--- src/rtl/cordic_pipe_scheduler.sv ---
// -----------------------------------------------------------------------------
// cordic_pipe_scheduler
//
// Shares one fixed-latency CORDIC pipeline between two requesters. Each cycle
// in RUN at most one operand is issued, picked round-robin among requesters
// that have an operand and have fewer than MAX_OUT operations in flight. A
// LATENCY-deep {valid, id} tag line runs alongside the CORDIC so each result
// is routed back to the requester that issued it. DRAIN stops issuing and
// waits for the tag line to empty, then the block parks in IDLE.
//
// Parameters
//   LATENCY  CORDIC depth in cycles from issue to result (>= 2)
//   MAX_OUT  maximum in-flight operations per requester (1..15)
//
// Ports
//   clock          single clock, rising edge
//   aclr           asynchronous active-high reset
//   clk_en         global enable; low freezes every register
//   reqN_valid     requester N presents an operand
//   reqN_data      requester N operand (IEEE-754 single)
//   reqN_ready     operand of requester N accepted this cycle
//   drain          stop issuing and empty the pipeline
//   cordic_clk_en  enable for the CORDIC (mirrors clk_en)
//   cordic_dataa   operand to the CORDIC (zero on bubble cycles)
//   cordic_result  result from the CORDIC
//   rspN_valid     rsp_data belongs to requester N
//   rsp_data       result passed through from the CORDIC
//   idle           scheduler is parked in IDLE
//
// Optional build macro CORDIC_SCHED_STATS_EN adds saturating 16-bit counters:
//   issue_cnt0, issue_cnt1  grants per requester
//   bubble_cnt              RUN-state cycles without a grant
// -----------------------------------------------------------------------------
module cordic_pipe_scheduler #(
    parameter int unsigned LATENCY = 32'd16,
    parameter int unsigned MAX_OUT = 32'd8
) (
    input  logic        clock,
    input  logic        aclr,
    input  logic        clk_en,
    input  logic        req0_valid,
    input  logic        req1_valid,
    input  logic [31:0] req0_data,
    input  logic [31:0] req1_data,
    output logic        req0_ready,
    output logic        req1_ready,
    input  logic        drain,
    output logic        cordic_clk_en,
    output logic [31:0] cordic_dataa,
    input  logic [31:0] cordic_result,
    output logic        rsp0_valid,
    output logic        rsp1_valid,
    output logic [31:0] rsp_data,
    output logic        idle
`ifdef CORDIC_SCHED_STATS_EN
    ,
    output logic [15:0] issue_cnt0,
    output logic [15:0] issue_cnt1,
    output logic [15:0] bubble_cnt
`endif
);

    localparam int unsigned LAST  = LATENCY - 32'd1;
    localparam int unsigned PREV  = LATENCY - 32'd2;
    localparam logic [3:0]  MAX_C = 4'(MAX_OUT);

    typedef enum logic [1:0] {
        ST_RUN   = 2'd0,
        ST_DRAIN = 2'd1,
        ST_IDLE  = 2'd2
    } state_t;

    state_t              state_r;
    logic                last_gnt_r;    // id of the requester granted most recently
    logic [LATENCY-1:0]  tag_valid_r;
    logic [LATENCY-1:0]  tag_id_r;
    logic [3:0]          out_cnt0_r;
    logic [3:0]          out_cnt1_r;

    logic                elig0_s;
    logic                elig1_s;
    logic                gnt0_s;
    logic                gnt1_s;
    logic                gnt_any_s;
    logic                rsp0_s;
    logic                rsp1_s;
    logic                pending_s;

    // Up/down step for an outstanding counter; simultaneous inc and dec cancel.
    function automatic logic [3:0] cnt_step(input logic [3:0] cnt,
                                            input logic       inc,
                                            input logic       dec);
        logic [3:0] nxt;
        case ({inc, dec})
            2'b10:   nxt = cnt + 4'd1;
            2'b01:   nxt = cnt - 4'd1;
            default: nxt = cnt;
        endcase
        return nxt;
    endfunction

`ifdef CORDIC_SCHED_STATS_EN
    // Saturating increment for the statistics counters.
    function automatic logic [15:0] sat_inc16(input logic [15:0] cnt,
                                              input logic        inc);
        logic [15:0] nxt;
        if (inc && (cnt != 16'hFFFF)) begin
            nxt = cnt + 16'd1;
        end else begin
            nxt = cnt;
        end
        return nxt;
    endfunction
`endif

    // Eligibility and round-robin grant; nothing is granted while frozen,
    // in reset, or outside RUN.
    always_comb begin
        elig0_s = req0_valid && (out_cnt0_r < MAX_C);
        elig1_s = req1_valid && (out_cnt1_r < MAX_C);
        gnt0_s  = 1'b0;
        gnt1_s  = 1'b0;
        if (!aclr && clk_en && (state_r == ST_RUN)) begin
            if (elig0_s && elig1_s) begin
                // Both want the slot: the one not served last time wins.
                if (last_gnt_r) begin
                    gnt0_s = 1'b1;
                end else begin
                    gnt1_s = 1'b1;
                end
            end else if (elig0_s) begin
                gnt0_s = 1'b1;
            end else if (elig1_s) begin
                gnt1_s = 1'b1;
            end else begin
                gnt0_s = 1'b0;
                gnt1_s = 1'b0;
            end
        end else begin
            gnt0_s = 1'b0;
            gnt1_s = 1'b0;
        end
    end

    // Response routing and drain bookkeeping derived from the tag line.
    always_comb begin
        gnt_any_s = gnt0_s | gnt1_s;
        rsp0_s    = clk_en && tag_valid_r[LAST] && !tag_id_r[LAST];
        rsp1_s    = clk_en && tag_valid_r[LAST] &&  tag_id_r[LAST];
        // The last stage retires this cycle, so only the earlier stages decide
        // whether anything is still in flight after the next edge.
        pending_s = |tag_valid_r[PREV:0];
    end

    // Output drive: handshakes, CORDIC operand mux and pass-through signals.
    always_comb begin
        req0_ready    = gnt0_s;
        req1_ready    = gnt1_s;
        cordic_clk_en = clk_en;
        rsp0_valid    = rsp0_s;
        rsp1_valid    = rsp1_s;
        rsp_data      = cordic_result;
        idle          = (state_r == ST_IDLE);
        if (gnt0_s) begin
            cordic_dataa = req0_data;
        end else if (gnt1_s) begin
            cordic_dataa = req1_data;
        end else begin
            cordic_dataa = 32'h0000_0000;
        end
    end

    // Tag shift line tracking which requester owns each CORDIC stage.
    always_ff @(posedge clock or posedge aclr) begin
        if (aclr) begin
            tag_valid_r <= '0;
            tag_id_r    <= '0;
        end else if (clk_en) begin
            tag_valid_r <= {tag_valid_r[PREV:0], gnt_any_s};
            tag_id_r    <= {tag_id_r[PREV:0], gnt1_s};
        end else begin
            tag_valid_r <= tag_valid_r;
            tag_id_r    <= tag_id_r;
        end
    end

    // Per-requester outstanding counters and round-robin pointer.
    always_ff @(posedge clock or posedge aclr) begin
        if (aclr) begin
            out_cnt0_r <= 4'd0;
            out_cnt1_r <= 4'd0;
            last_gnt_r <= 1'b1;     // requester 0 wins the first contest
        end else if (clk_en) begin
            out_cnt0_r <= cnt_step(out_cnt0_r, gnt0_s, rsp0_s);
            out_cnt1_r <= cnt_step(out_cnt1_r, gnt1_s, rsp1_s);
            if (gnt_any_s) begin
                last_gnt_r <= gnt1_s;
            end else begin
                last_gnt_r <= last_gnt_r;
            end
        end else begin
            out_cnt0_r <= out_cnt0_r;
            out_cnt1_r <= out_cnt1_r;
            last_gnt_r <= last_gnt_r;
        end
    end

    // Run / drain / idle state machine.
    always_ff @(posedge clock or posedge aclr) begin
        if (aclr) begin
            state_r <= ST_RUN;
        end else if (clk_en) begin
            case (state_r)
                ST_RUN: begin
                    if (drain) begin
                        state_r <= ST_DRAIN;
                    end else begin
                        state_r <= ST_RUN;
                    end
                end
                ST_DRAIN: begin
                    if (!drain) begin
                        state_r <= ST_RUN;
                    end else if (!pending_s) begin
                        state_r <= ST_IDLE;
                    end else begin
                        state_r <= ST_DRAIN;
                    end
                end
                ST_IDLE: begin
                    if (!drain) begin
                        state_r <= ST_RUN;
                    end else begin
                        state_r <= ST_IDLE;
                    end
                end
                default: begin
                    state_r <= ST_RUN;
                end
            endcase
        end else begin
            state_r <= state_r;
        end
    end

`ifdef CORDIC_SCHED_STATS_EN
    logic [15:0] issue_cnt0_r;
    logic [15:0] issue_cnt1_r;
    logic [15:0] bubble_cnt_r;
    logic        bubble_s;

    // A bubble is an enabled RUN cycle in which the slot goes unused.
    always_comb begin
        bubble_s = clk_en && !aclr && (state_r == ST_RUN) && !gnt_any_s;
    end

    // Saturating grant and bubble statistics.
    always_ff @(posedge clock or posedge aclr) begin
        if (aclr) begin
            issue_cnt0_r <= 16'd0;
            issue_cnt1_r <= 16'd0;
            bubble_cnt_r <= 16'd0;
        end else if (clk_en) begin
            issue_cnt0_r <= sat_inc16(issue_cnt0_r, gnt0_s);
            issue_cnt1_r <= sat_inc16(issue_cnt1_r, gnt1_s);
            bubble_cnt_r <= sat_inc16(bubble_cnt_r, bubble_s);
        end else begin
            issue_cnt0_r <= issue_cnt0_r;
            issue_cnt1_r <= issue_cnt1_r;
            bubble_cnt_r <= bubble_cnt_r;
        end
    end

    // Statistics outputs come straight from their registers.
    always_comb begin
        issue_cnt0 = issue_cnt0_r;
        issue_cnt1 = issue_cnt1_r;
        bubble_cnt = bubble_cnt_r;
    end
`endif

endmodule

--- config.mk ---
export PLATFORM = sky130hd
export DESIGN_NAME = cordic_pipe_scheduler
export DESIGN_NICKNAME = d
export VERILOG_FILES = /design/src/rtl/cordic_pipe_scheduler.sv
export SDC_FILE = /design/constraint.sdc
export NUM_CORES = 1
export LEC_CHECK = 0
export BUFFER_PORTS_ARGS = -buffer_cell sky130_fd_sc_hd__buf_2
export CAP_MARGIN = 30
export CORE_ASPECT_RATIO = 1.1
export CORE_MARGIN = 1.5
export CORE_UTILIZATION = 41
export CTS_BUF_LIST = sky130_fd_sc_hd__clkbuf_8
export CTS_CLUSTER_DIAMETER = 120
export DETAILED_ROUTE_END_ITERATION = 12
export PLACE_DENSITY = 0.79
export SLEW_MARGIN = 20
export SYNTH_ARGS = -nofsm -noshare
export SYNTH_HDL_FRONTEND = slang
export SYNTH_SLANG_ARGS = --single-unit
--- constraint.sdc ---
create_clock -name clock -period 2.4 [get_ports clock]
set_input_delay 0.48 -clock clock [delete_from_list [all_inputs] [get_ports clock]]
set_output_delay 0.48 -clock clock [all_outputs]
set_load 0.03 [all_outputs]
==> results.toml <==
[run_status]
outcome = "finished with violations"
violations = "setup timing"

[floorplan]
num_rows = 32
die_area_um2 = 7830
die_y_um = 92.7
die_w_um = 84.5
core_area_um2 = 7050
start_util_pct = 42.5
io_pins = 172

[yosys]
postSynthAreaPerCell_um2 = 9.89
synthAdderAreaFrac_pct = 2.51
syn_area_um2 = 3000
synth-seq-area-share_pct = 35.9
synth_edf_count = 0
ys.flop_type = "dfrtp_1"
synthSimpleGateAreaFrac_pct = 19.9
yosys_warnings = 0
synthXorXnorAreaFrac_pct = 1.75
synth_compound_area_share_pct = 13.1
synth_top_family_by_area = "simple AND/OR/NAND/NOR gates"
postSynthCellCount = 303
synth-seq-cells = 43
ys_types = 41
synthMuxAreaShare_pct = 12.7
syn-num-nets = 411
synth_async_sr_flop_share_pct = 100

[sta]
fin_setup_tns_ns = -0.00158
drv_slew = 0
setup_ws_ns = -0.00136
hold_viol_final = 0
period_share_pct = 100
rsz0062_at_grt = "yes"
fin_hold_ws_ns = 0.317
setup_viol = 2
period_minus_slack_ns = 2.40
clock_skew_ns = 0.00520
tightest_slew_ns = 0.524
fmax_mhz = 416
slew_headroom_pct = 65.0

[critical_path]
regToRegStartpoint = "state_r[0]"
critPathArrivalTime_ns = 1.92
required_ns = 1.92
worstPathMaxFanout = 36
cp-start-kind = "flip-flop"
worstSetupPathType = "reg -> out"
crit_start = "state_r[0]"
cp-end-kind = "output pin"

[global_route]
grt_max_degree = 44
groute.usage.overall_pct = 18.9
grt_pass1_wl_mm = 11.9
antenna_found_initial = 1
grt_overflow = 0
grt_pass1_vias = 2521

[pwr]
ir_drop_mv = 0.593
power_leakage_nw = 1.68
power_mw = 2.80
cellPowerDensity_nw_per_um2 = 792

[place]
place_area_um2 = 3400
dpl.cell_count = 455
pre_cts_slack_ns = -0.168
io_buffers = 107
gp_congestion = 0.895
dp_hpwl_mm = 5.87

[clocking]
cts_tree = "yes"
clockRootBuffer = "clkbuf_8"
postCtsSetupRepairBufs = 0
cts.path.max_buffers = 2
htreeDepth = 2
cts_num_sinks = 43
path_clk_slew_ns = 0.08
cts_buffers = 5
clock_latency_ns = 0.30

[layout]
drive_gt1_share_pct = 56.1
stdcell_area_um2 = 3530
final_common_cell = "buf_2"
fin_nets = 485
utilization_pct = 50.1
stdcell_count = 464
syn_to_final_growth_pct = 17.7
final_cell_mix = "buf_2, nand3_1, dfrtp_1"

[hold_path]
min_path_type = "in -> async"

[route]
ant_nets = 0
drc = 0
vias_per_cell = 5.45
vias = 2527
wl_per_cell_um = 16.3
totalWireLength_mm = 7.58
drt_pass1_iterations = 4
drt-initial-drc-count = 69

[run]
cap_violations = 0
## critical path, stage by stage (launching register included)
cell	delay (ns)
dfrtp_1	0.38
or4b_4	0.54
clkbuf_8	0.29
a21oi_2	0.18
buf_2	0.23
## cell families (layout without fill, tap and decap cells)
kind of cell / Yosys count / count (layout)
DFF: 43 / 43
xor gates and xnor gates: 6 / 6
AOI/OAI and AO/OA: 50 / 50
muxes: 34 / 34
buffers and inverters: 63 / 138
and+or+nand+nor: 101 / 101
other: 0 / 1
adders and majority gates: 6 / 6
## synth_stat cells (all sizes together) (3+ instances only)
library cell / number / share of area (%)
nor2b: 3 / 0.63
nor4: 3 / 0.63
nand3b: 7 / 1.8
nand3: 64 / 11
buf: 51 / 13
clkbuf: 6 / 0.75
nor2: 3 / 0.46
xnor2: 4 / 1.2
o22ai: 3 / 0.63
mux2: 32 / 12
or3b: 3 / 0.88
a21oi: 36 / 9.6
inv: 6 / 0.75
o21ai: 3 / 0.50
ha: 6 / 2.5
dfrtp: 42 / 35
## timing repair
action,CTS,global route
hold buffers,0,0
setup endpoints to repair,36,23
resized for setup,3,8
gates cloned,0,0
pin swaps,4,5
## per-layer routing
metal | wire length, um | GRT usage, %
met5 | 0 | 0
met4 | 148 | 6.32
met3 | 818 | 7.04
met2 | 3750 | 33.2
met1 | 2870 | 21.2
## registers in the layout (all words and copies together), names as in the netlist
| name | cells |
|---|---|
| tag_valid_r | 16 |
| out_cnt0_r | 4 |
| state_r | 2 |
| last_gnt_r | 1 |
| out_cnt1_r | 4 |
| tag_id_r | 16 |
## final cells by class
type	instances	area (um^2)
antenna	1	2.50
clock buffer	5	68.8
clock inverter	3	20.0
fill	660	3520
inverter	6	22.5
multi-input combinational	197	1550
sequential	43	1080
tap	85	106
timing repair buffer	124	683
## power breakdown
group / switching [mW] / internal [mW] / leakage [nW]
clock network: 0.248 / 0.202 / 0.0402
registers: 0.201 / 0.966 / 0.564
logic: 0.641 / 0.537 / 1.07
total: 1.09 / 1.71 / 1.68
## path summary, 6_finish.rpt
| check | slack [ns] | endpoint | depth (start not counted) |
|---|---|---|---|
| setup / recovery | -0.001 | cordic_dataa[2] | 4 |
| hold / removal | 0.32 | state_r[1] | 3 |
| setup reg to reg | 0.03 | out_cnt0_r[3] | 6 |
| hold reg to reg | 0.50 | last_gnt_r | 1 |
| max in group asynchronous | 1.71 | last_gnt_r | 3 |
| min in group clock | 0.49 | state_r[1] | 3 |
Power figures use the tool's default switching activity.
